[src/rtl/noc_pkg.sv]
// Shared constants, header layout helpers and X-first route decode for the mesh router.
package noc_pkg;

  localparam int NPORTS = 5;
  localparam logic [2:0] P_PE = 3'd0;
  localparam logic [2:0] P_N  = 3'd1;
  localparam logic [2:0] P_S  = 3'd2;
  localparam logic [2:0] P_E  = 3'd3;
  localparam logic [2:0] P_W  = 3'd4;

  // Widest flit the decode function can handle.
  localparam int MAXW = 256;

  typedef enum logic {X_EAST = 1'b0, X_WEST = 1'b1} xdir_e;
  typedef enum logic {Y_NORTH = 1'b0, Y_SOUTH = 1'b1} ydir_e;

  typedef struct packed {
    logic [2:0]      port;
    logic [MAXW-1:0] flit;
  } route_t;

  function automatic int xdir_bit(input int w);
    return w - 1;
  endfunction

  function automatic int ydir_bit(input int w);
    return w - 2;
  endfunction

  function automatic int xhop_lo(input int w, input int xh);
    return w - 2 - xh;
  endfunction

  function automatic int yhop_lo(input int w, input int xh, input int yh);
    return w - 2 - xh - yh;
  endfunction

  function automatic route_t route_decode(input logic [MAXW-1:0] flit, input int w,
                                          input int xh, input int yh);
    route_t r;
    int     x_hi, x_lo, y_hi, y_lo;
    logic   has_x, has_y;
    x_hi  = w - 3;
    x_lo  = xhop_lo(w, xh);
    y_hi  = x_lo - 1;
    y_lo  = yhop_lo(w, xh, yh);
    has_x = 1'b0;
    has_y = 1'b0;
    for (int i = 0; i < MAXW; i++) begin
      if (i >= x_lo && i <= x_hi) has_x = has_x | flit[i];
      if (i >= y_lo && i <= y_hi) has_y = has_y | flit[i];
    end
    r.flit = flit;
    r.port = P_PE;
    // Consuming a hop shifts the thermometer field left within its own bits.
    if (has_x) begin
      r.port = (flit[xdir_bit(w)] == X_WEST) ? P_W : P_E;
      for (int i = 0; i < MAXW; i++) begin
        if (i > x_lo && i <= x_hi) r.flit[i] = flit[(i == 0) ? 0 : i - 1];
        else if (i == x_lo) r.flit[i] = 1'b0;
      end
    end else if (has_y) begin
      r.port = (flit[ydir_bit(w)] == Y_SOUTH) ? P_S : P_N;
      for (int i = 0; i < MAXW; i++) begin
        if (i > y_lo && i <= y_hi) r.flit[i] = flit[(i == 0) ? 0 : i - 1];
        else if (i == y_lo) r.flit[i] = 1'b0;
      end
    end
    return r;
  endfunction

endpackage

[src/rtl/noc_router_sync_if.sv]
// Five-port flit bus: per-port input and output valid/ready channels plus the U-turn flag.
interface noc_router_sync_if
  import noc_pkg::*;
#(
  parameter int WIDTH = 53
);
  logic [NPORTS-1:0]            in_valid;
  logic [NPORTS-1:0]            in_ready;
  logic [NPORTS-1:0][WIDTH-1:0] in_data;
  logic [NPORTS-1:0]            out_valid;
  logic [NPORTS-1:0]            out_ready;
  logic [NPORTS-1:0][WIDTH-1:0] out_data;
  logic                         err_uturn;

  modport master (output in_valid, in_data, out_ready,
                  input  in_ready, out_valid, out_data, err_uturn);
  modport slave  (input  in_valid, in_data, out_ready,
                  output in_ready, out_valid, out_data, err_uturn);
endinterface

[src/rtl/noc_fifo.sv]
// Synchronous input FIFO; full comes from the registered count, so no push is taken when full.
module noc_fifo #(
  parameter int WIDTH = 53,
  parameter int DEPTH = 4
) (
  input  logic             clk,
  input  logic             rst,
  input  logic             push_i,
  input  logic [WIDTH-1:0] data_i,
  input  logic             pop_i,
  output logic [WIDTH-1:0] data_o,
  output logic             empty_o,
  output logic             full_o
);
  localparam int AW = $clog2(DEPTH);
  localparam int CW = $clog2(DEPTH + 1);

  logic [WIDTH-1:0] mem_q [DEPTH];
  logic [AW-1:0]    wr_q, wr_d, rd_q, rd_d;
  logic [CW-1:0]    cnt_q, cnt_d;
  logic             do_push, do_pop;

  assign full_o  = (cnt_q == CW'(DEPTH));
  assign empty_o = (cnt_q == '0);
  assign do_push = push_i & ~full_o;
  assign do_pop  = pop_i & ~empty_o;
  assign data_o  = mem_q[rd_q];

  always_comb begin
    wr_d  = wr_q + AW'(do_push);
    rd_d  = rd_q + AW'(do_pop);
    cnt_d = cnt_q + CW'(do_push) - CW'(do_pop);
  end

  always_ff @(posedge clk) begin
    if (rst) begin
      wr_q  <= '0;
      rd_q  <= '0;
      cnt_q <= '0;
    end else begin
      wr_q  <= wr_d;
      rd_q  <= rd_d;
      cnt_q <= cnt_d;
    end
  end

  always_ff @(posedge clk) begin
    if (do_push) mem_q[wr_q] <= data_i;
  end
endmodule

[src/rtl/noc_router_sync.sv]
// Five-port mesh router: per-input FIFO, X-first routing, per-output round-robin arbiter
// and registered output stage with valid/ready backpressure.
module noc_router_sync
  import noc_pkg::*;
#(
  parameter int WIDTH = 53,
  parameter int DEPTH = 4,
  parameter int XH    = 3,
  parameter int YH    = 3
) (
  input logic               clk,
  input logic               rst,
  noc_router_sync_if.slave  bus
);
  logic [NPORTS-1:0][WIDTH-1:0] head_data, new_flit, out_data_q, out_data_d;
  logic [NPORTS-1:0][2:0]       head_port, rr_q, rr_d, gnt_idx;
  logic [NPORTS-1:0]            fifo_empty, fifo_full, head_vld, uturn, pop;
  logic [NPORTS-1:0]            out_valid_q, out_valid_d, gnt_vld, out_free;
  logic                         err_q, err_d;
  logic                         unused_route_bits;
  route_t                       rt [NPORTS];

  for (genvar p = 0; p < NPORTS; p++) begin : g_in
    noc_fifo #(.WIDTH(WIDTH), .DEPTH(DEPTH)) u_fifo (
      .clk     (clk),
      .rst     (rst),
      .push_i  (bus.in_valid[p]),
      .data_i  (bus.in_data[p]),
      .pop_i   (pop[p]),
      .data_o  (head_data[p]),
      .empty_o (fifo_empty[p]),
      .full_o  (fifo_full[p])
    );
  end

  always_comb begin
    head_port         = '0;
    new_flit          = '0;
    head_vld          = '0;
    uturn             = '0;
    unused_route_bits = 1'b0;
    for (int p = 0; p < NPORTS; p++) begin
      rt[p]             = route_decode(MAXW'(head_data[p]), WIDTH, XH, YH);
      head_port[p]      = rt[p].port;
      new_flit[p]       = rt[p].flit[WIDTH-1:0];
      head_vld[p]       = ~fifo_empty[p];
      uturn[p]          = head_vld[p] && (rt[p].port == 3'(p)) && (3'(p) != P_PE);
      unused_route_bits = unused_route_bits ^ (^rt[p].flit[MAXW-1:WIDTH]);
    end
  end

  // Reverse scan so the candidate closest to rr wins the last assignment.
  always_comb begin
    int idx;
    idx         = 0;
    gnt_vld     = '0;
    gnt_idx     = '0;
    out_free    = '0;
    rr_d        = rr_q;
    out_valid_d = out_valid_q;
    out_data_d  = out_data_q;
    for (int o = 0; o < NPORTS; o++) begin
      out_free[o] = ~out_valid_q[o] | bus.out_ready[o];
      for (int k = NPORTS - 1; k >= 0; k--) begin
        idx = int'(rr_q[o]) + k;
        if (idx >= NPORTS) idx = idx - NPORTS;
        if (head_vld[idx] && !uturn[idx] && head_port[idx] == 3'(o)) begin
          gnt_vld[o] = out_free[o];
          gnt_idx[o] = 3'(idx);
        end
      end
      if (gnt_vld[o]) begin
        out_valid_d[o] = 1'b1;
        out_data_d[o]  = new_flit[gnt_idx[o]];
        rr_d[o]        = (gnt_idx[o] == 3'(NPORTS - 1)) ? 3'd0 : gnt_idx[o] + 3'd1;
      end else if (bus.out_ready[o]) begin
        out_valid_d[o] = 1'b0;
      end
    end
  end

  always_comb begin
    pop = uturn;
    for (int o = 0; o < NPORTS; o++) begin
      if (gnt_vld[o]) pop[gnt_idx[o]] = 1'b1;
    end
    err_d = err_q | (|uturn);
  end

  always_ff @(posedge clk) begin
    if (rst) begin
      out_valid_q <= '0;
      out_data_q  <= '0;
      rr_q        <= '0;
      err_q       <= 1'b0;
    end else begin
      out_valid_q <= out_valid_d;
      out_data_q  <= out_data_d;
      rr_q        <= rr_d;
      err_q       <= err_d;
    end
  end

  assign bus.in_ready  = ~fifo_full;
  assign bus.out_valid = out_valid_q;
  assign bus.out_data  = out_data_q;
  assign bus.err_uturn = err_q;
endmodule
[src/flat_wrapper.sv]
// flat-port wrapper written by rule: the top's interface ports become plain ports
module noc_router_sync_flat import noc_pkg::*;
#(
  parameter int WIDTH = 53,
  parameter int DEPTH = 4,
  parameter int XH    = 3,
  parameter int YH    = 3
)
  (clk, rst, bus_in_valid, bus_in_data, bus_out_ready, bus_in_ready, bus_out_valid, bus_out_data, bus_err_uturn);
  noc_router_sync_if #(.WIDTH(WIDTH)) bus_i ();
  input logic clk;
  input logic rst;
  input wire logic [$bits(bus_i.in_valid)-1:0] bus_in_valid;
  input wire logic [$bits(bus_i.in_data)-1:0] bus_in_data;
  input wire logic [$bits(bus_i.out_ready)-1:0] bus_out_ready;
  output wire logic [$bits(bus_i.in_ready)-1:0] bus_in_ready;
  output wire logic [$bits(bus_i.out_valid)-1:0] bus_out_valid;
  output wire logic [$bits(bus_i.out_data)-1:0] bus_out_data;
  output wire logic [$bits(bus_i.err_uturn)-1:0] bus_err_uturn;
  assign bus_i.in_valid = bus_in_valid;
  assign bus_i.in_data = bus_in_data;
  assign bus_i.out_ready = bus_out_ready;
  assign bus_in_ready = bus_i.in_ready;
  assign bus_out_valid = bus_i.out_valid;
  assign bus_out_data = bus_i.out_data;
  assign bus_err_uturn = bus_i.err_uturn;
  noc_router_sync #(.WIDTH(WIDTH), .DEPTH(DEPTH), .XH(XH), .YH(YH)) u_core (.clk(clk), .rst(rst), .bus(bus_i));
endmodule
[config.mk]
export PLATFORM = sky130hd
export DESIGN_NAME = noc_router_sync_flat
export DESIGN_NICKNAME = d
export VERILOG_FILES = /design/src/rtl/noc_pkg.sv /design/src/rtl/noc_router_sync_if.sv /design/src/rtl/noc_fifo.sv /design/src/rtl/noc_router_sync.sv /design/src/flat_wrapper.sv
export SDC_FILE = /design/constraint.sdc
export NUM_CORES = 2
export LEC_CHECK = 0
export ABC_CLOCK_PERIOD_IN_PS = 6400
export CAP_MARGIN = 10
export CORE_MARGIN = 1.5
export CORE_UTILIZATION = 55
export CTS_CLUSTER_SIZE = 16
export DETAILED_ROUTE_END_ITERATION = 16
export PLACE_DENSITY = 0.76
export SLEW_MARGIN = 5
export SYNTH_ARGS = -nofsm -noshare
export SYNTH_HDL_FRONTEND = slang
export SYNTH_SLANG_ARGS = --single-unit
[constraint.sdc]
create_clock -name clk -period 6.4 [get_ports clk]
set_clock_uncertainty 0.15 [all_clocks]
set_input_delay 1.28 -clock clk [delete_from_list [all_inputs] [get_ports clk]]
set_output_delay 1.28 -clock clk [all_outputs]
set_load 0.01 [all_outputs]
==> summary.txt <==
Run status
  • Outcome: finished clean

Clock network
  • Clock Latency Late Sink: between 0.7 and 0.8 ns
  • CTS max path bufs: 3
  • CTS tree: built
  • Root buffer cell: clkbuf_16
  • CTS HTree Levels: 4
  • Clock transition at path regs: 0.06 ns
  • CTS Sinks: around 1.4k
  • CTS Buf Count: between 100 and 150

Hold path
  • Min-delay worst type: flip-flop to flip-flop

Global route
  • Initial antenna violation count: 26
  • Overall routing resource usage: 38.8%
  • Vias in the first global route: about 45k
  • Global route overflow: 0
  • Global-route wire length before repair: between 300 and 400 mm
  • Largest net degree at the start of global routing: 144

Timing
  • Final setup fails: 0
  • Max Clock Freq: 165 MHz
  • Slew @ Worst Pin: ~1.2 ns
  • Relative slew slack: 21.2%
  • Tmin final: ~6.1 ns
  • Final period util: 94.6%
  • Final Slew Violations: 0
  • RSZ-0062 raised after global routing: false
  • Worst setup margin: ~0.35 ns
  • Final hold violation count: 0
  • WHS: 0.305 ns
  • Setup TNS: 0 ns

Drt
  • WL/cell: roughly 33 um
  • Initial DRT Pass Iterations: 8
  • Via-per-instance ratio: 6.80
  • Final ANT Viol Nets: 0
  • DRC viols: 0
  • DR iter-0 viols: 6617
  • Total number of vias: 46.1k
  • Routed WL: 227 mm

Synthesis
  • Top cell type's share of synthesized area: 51.2%
  • Top FF cell, synth: edfxtp_1
  • Synthesized area: about 62000 sq um
  • Post-synth EDFFs: 1060
  • Flops & latches, synth: 1381
  • Netlist cell types: 101
  • Synth area leader: edfxtp_1
  • Synth Instances: between 4k and 5k
  • Syn Area/Cell: 13.5 sq um
  • Seq/Total Area, Yosys: between 60% and 70%
  • YS warnings: 0
  • Ys async rst share: 0%
  • Syn nets: 4962
  • Top cells by area, synth: edfxtp_1, dfxtp_1, mux4_2

Job
  • Max Cap Violations: 0

Setup path
  • CP Data Required Time: 6.88 ns
  • Kind of critical path: flip-flop to flip-flop
  • WP data arrival: 6.53 ns
  • Crit path max fanout: 12
  • CP Launch Type: flip-flop
  • Crit end category: flip-flop

Floorplanning
  • Effective utilization at floorplan: 55.4%
  • Chip height: 339 um
  • Core footprint: 112000 sq um
  • Die width: 339 um
  • Row count: 123
  • IO Count: 553
  • Die Area: 115000 sq um

Cells and area
  • Area Overhead vs Synth: 20.0%
  • Layout cell share with drive strength beyond 1: 14.9%
  • Area of the multi-input gates: 22400 sq um
  • Fin area: 74600 sq um
  • Seq. cell area: 38300 sq um
  • Filler instances: 7992
  • Layout Nets: between 5k and 6k

Place
  • GPL Wtd Cong: 1.05
  • Port bufs: 552
  • DP Area: 70000 sq um
  • HPWL Detailed: 155 mm
  • Post-Place Setup Slack: between 0.3 and 0.4 ns
-- Yosys cell counts, types with 11 or more instances --
| master | count |
|---|---|
| and3_1 | 12 |
| nor3_1 | 58 |
| ha_1 | 62 |
| buf_1 | 26 |
| nor2b_1 | 36 |
| a222oi_1 | 41 |
| a311oi_1 | 54 |
| edfxtp_1 | 1060 |
| nor3b_1 | 16 |
| a31oi_1 | 16 |
| nor4_1 | 12 |
| mux2_2 | 14 |
| and2_1 | 77 |
| o31ai_1 | 20 |
| buf_2 | 44 |
| nand2b_1 | 30 |
| or2_2 | 15 |
| o21ai_0 | 170 |
| nand3_1 | 82 |
| dfxtp_1 | 321 |
| nor2_1 | 280 |
| a221oi_1 | 51 |
| a21oi_1 | 262 |
| nand2_1 | 389 |
| a22oi_1 | 97 |
| xnor2_1 | 39 |
| a31o_2 | 14 |
| o21a_1 | 11 |
| mux2i_1 | 105 |
| a211oi_1 | 121 |
| a22o_1 | 48 |
| inv_1 | 103 |
| clkbuf_1 | 264 |
| or3_1 | 32 |
| a21o_1 | 54 |
| mux4_2 | 267 |
| a211o_1 | 94 |
-- path summary, 6_finish.rpt --
path,start,slack [ns],endpoint,cells past startpoint
worst max-delay path,u_core.rr_q[1],0.35,u_core.g_in[3].u_fifo.cnt_q[2],22
worst min-delay path,u_core.bus.out_data[98],0.31,u_core.bus.out_data[98],1
worst max register to register,u_core.rr_q[1],0.35,u_core.g_in[3].u_fifo.cnt_q[2],22
worst min register to register,u_core.bus.out_data[98],0.31,u_core.bus.out_data[98],1
-- cell type report --
type	instances	share of cell area (%)
multi-input combinational	2785	30.1
inverter	111	0.568
tap	1500	2.51
timing repair buffer	724	9.34
clock inverter	60	0.858
clock buffer	199	5.33
antenna	16	0.0536
sequential	1381	51.3
-- cell usage in the layout (no fill, tap or decap), types with 20 or more instances in the layout --
cell             instances
a211o_1                 94
a211oi_1               121
a21o_1                  54
a21oi_1                261
a221oi_1                51
a222oi_1                41
a22o_1                  48
a22oi_1                 97
a311oi_1                54
and2_1                  76
buf_4                  160
clkbuf_1                40
clkbuf_16              146
clkdlybuf4s50_1        551
clkinv_2                25
dfxtp_1                311
edfxtp_1              1060
ha_1                    62
inv_1                  101
mux2i_1                105
mux4_2                 267
nand2_1                387
nand2b_1                27
nand3_1                 82
nor2_1                 270
nor2b_1                 36
nor3_1                  48
o21ai_0                170
o31ai_1                 20
or3_1                   32
xnor2_1                 39
-- metal layers --
metal | wire, um | share of wire (%) | GRT usage [%] | up-vias
li1 | - | - | - | 19200
met1 | 79200 | 35 | 48.1 | 22800
met2 | 105000 | 46 | 61.0 | 3363
met3 | 25400 | 11 | 10.2 | 700
met4 | 16800 | 7.4 | 24.6 | 14
met5 | 93 | 0.041 | 0 | -
-- sequential cells by signal, summed over array words and instances (netlist names) --
signal	cells
u_core.g_in.u_fifo.wr_q	10
u_core.rr_q	15
u_core.g_in.u_fifo.cnt_q	15
u_core.g_in.u_fifo.mem_q	1060
u_core.bus.err_uturn	1
u_core.bus.out_data	265
u_core.g_in.u_fifo.rd_q	10
u_core.bus.out_valid	5
-- timing repair --
| action | CTS | global route |
|---|---|---|
| setup endpoints to repair | 0 | 17 |
| setup buffers | 0 | 0 |
| hold buffers | 0 | 0 |
| endpoints found under the hold margin | 0 | 0 |
| resized for setup | 0 | 2 |
-- worst max-delay path: stages (launching register included) --
cell and delay, ns:
dfxtp_1 0.38, inv_1 0.23, ha_1 0.24, inv_1 0.06, ha_1 0.50, inv_1 0.16
o31ai_1 0.44, xnor2_1 0.26, nor2_1 0.08, a221o_1 0.38, a2bb2oi_1 0.32, nand4_1 0.25
nor2b_1 0.24, buf_4 0.22, and3_2 0.22, or4b_1 0.64, xnor2_1 0.20, ha_1 0.16
inv_1 0.05, fa_1 0.37, xor2_1 0.16, xnor2_1 0.14, nor2_1 0.05
-- per-stage QoR --
step | util [%] | std cells
after floorplan | - | 4613
after global placement | 62.3 | 6501
after detailed placement | 62.3 | 6501
after CTS | 66.4 | 6760
after global routing | 66.4 | 6770
final | 66.4 | 6776
-- cell families after synthesis --
kind of cell / after synthesis / synth area share, %
and+or+nand+nor: 1094 / 8.23
AOI/OAI and AO/OA: 1182 / 13.5
DFF: 1381 / 61.5
adders and majority gates: 72 / 1.57
muxes: 389 / 11.7
buffers and inverters: 447 / 2.80
xor gates and xnor gates: 48 / 0.676
Power is not shown: default switching activity piles up to over one toggle a cycle in this logic, so the estimate is an artifact.
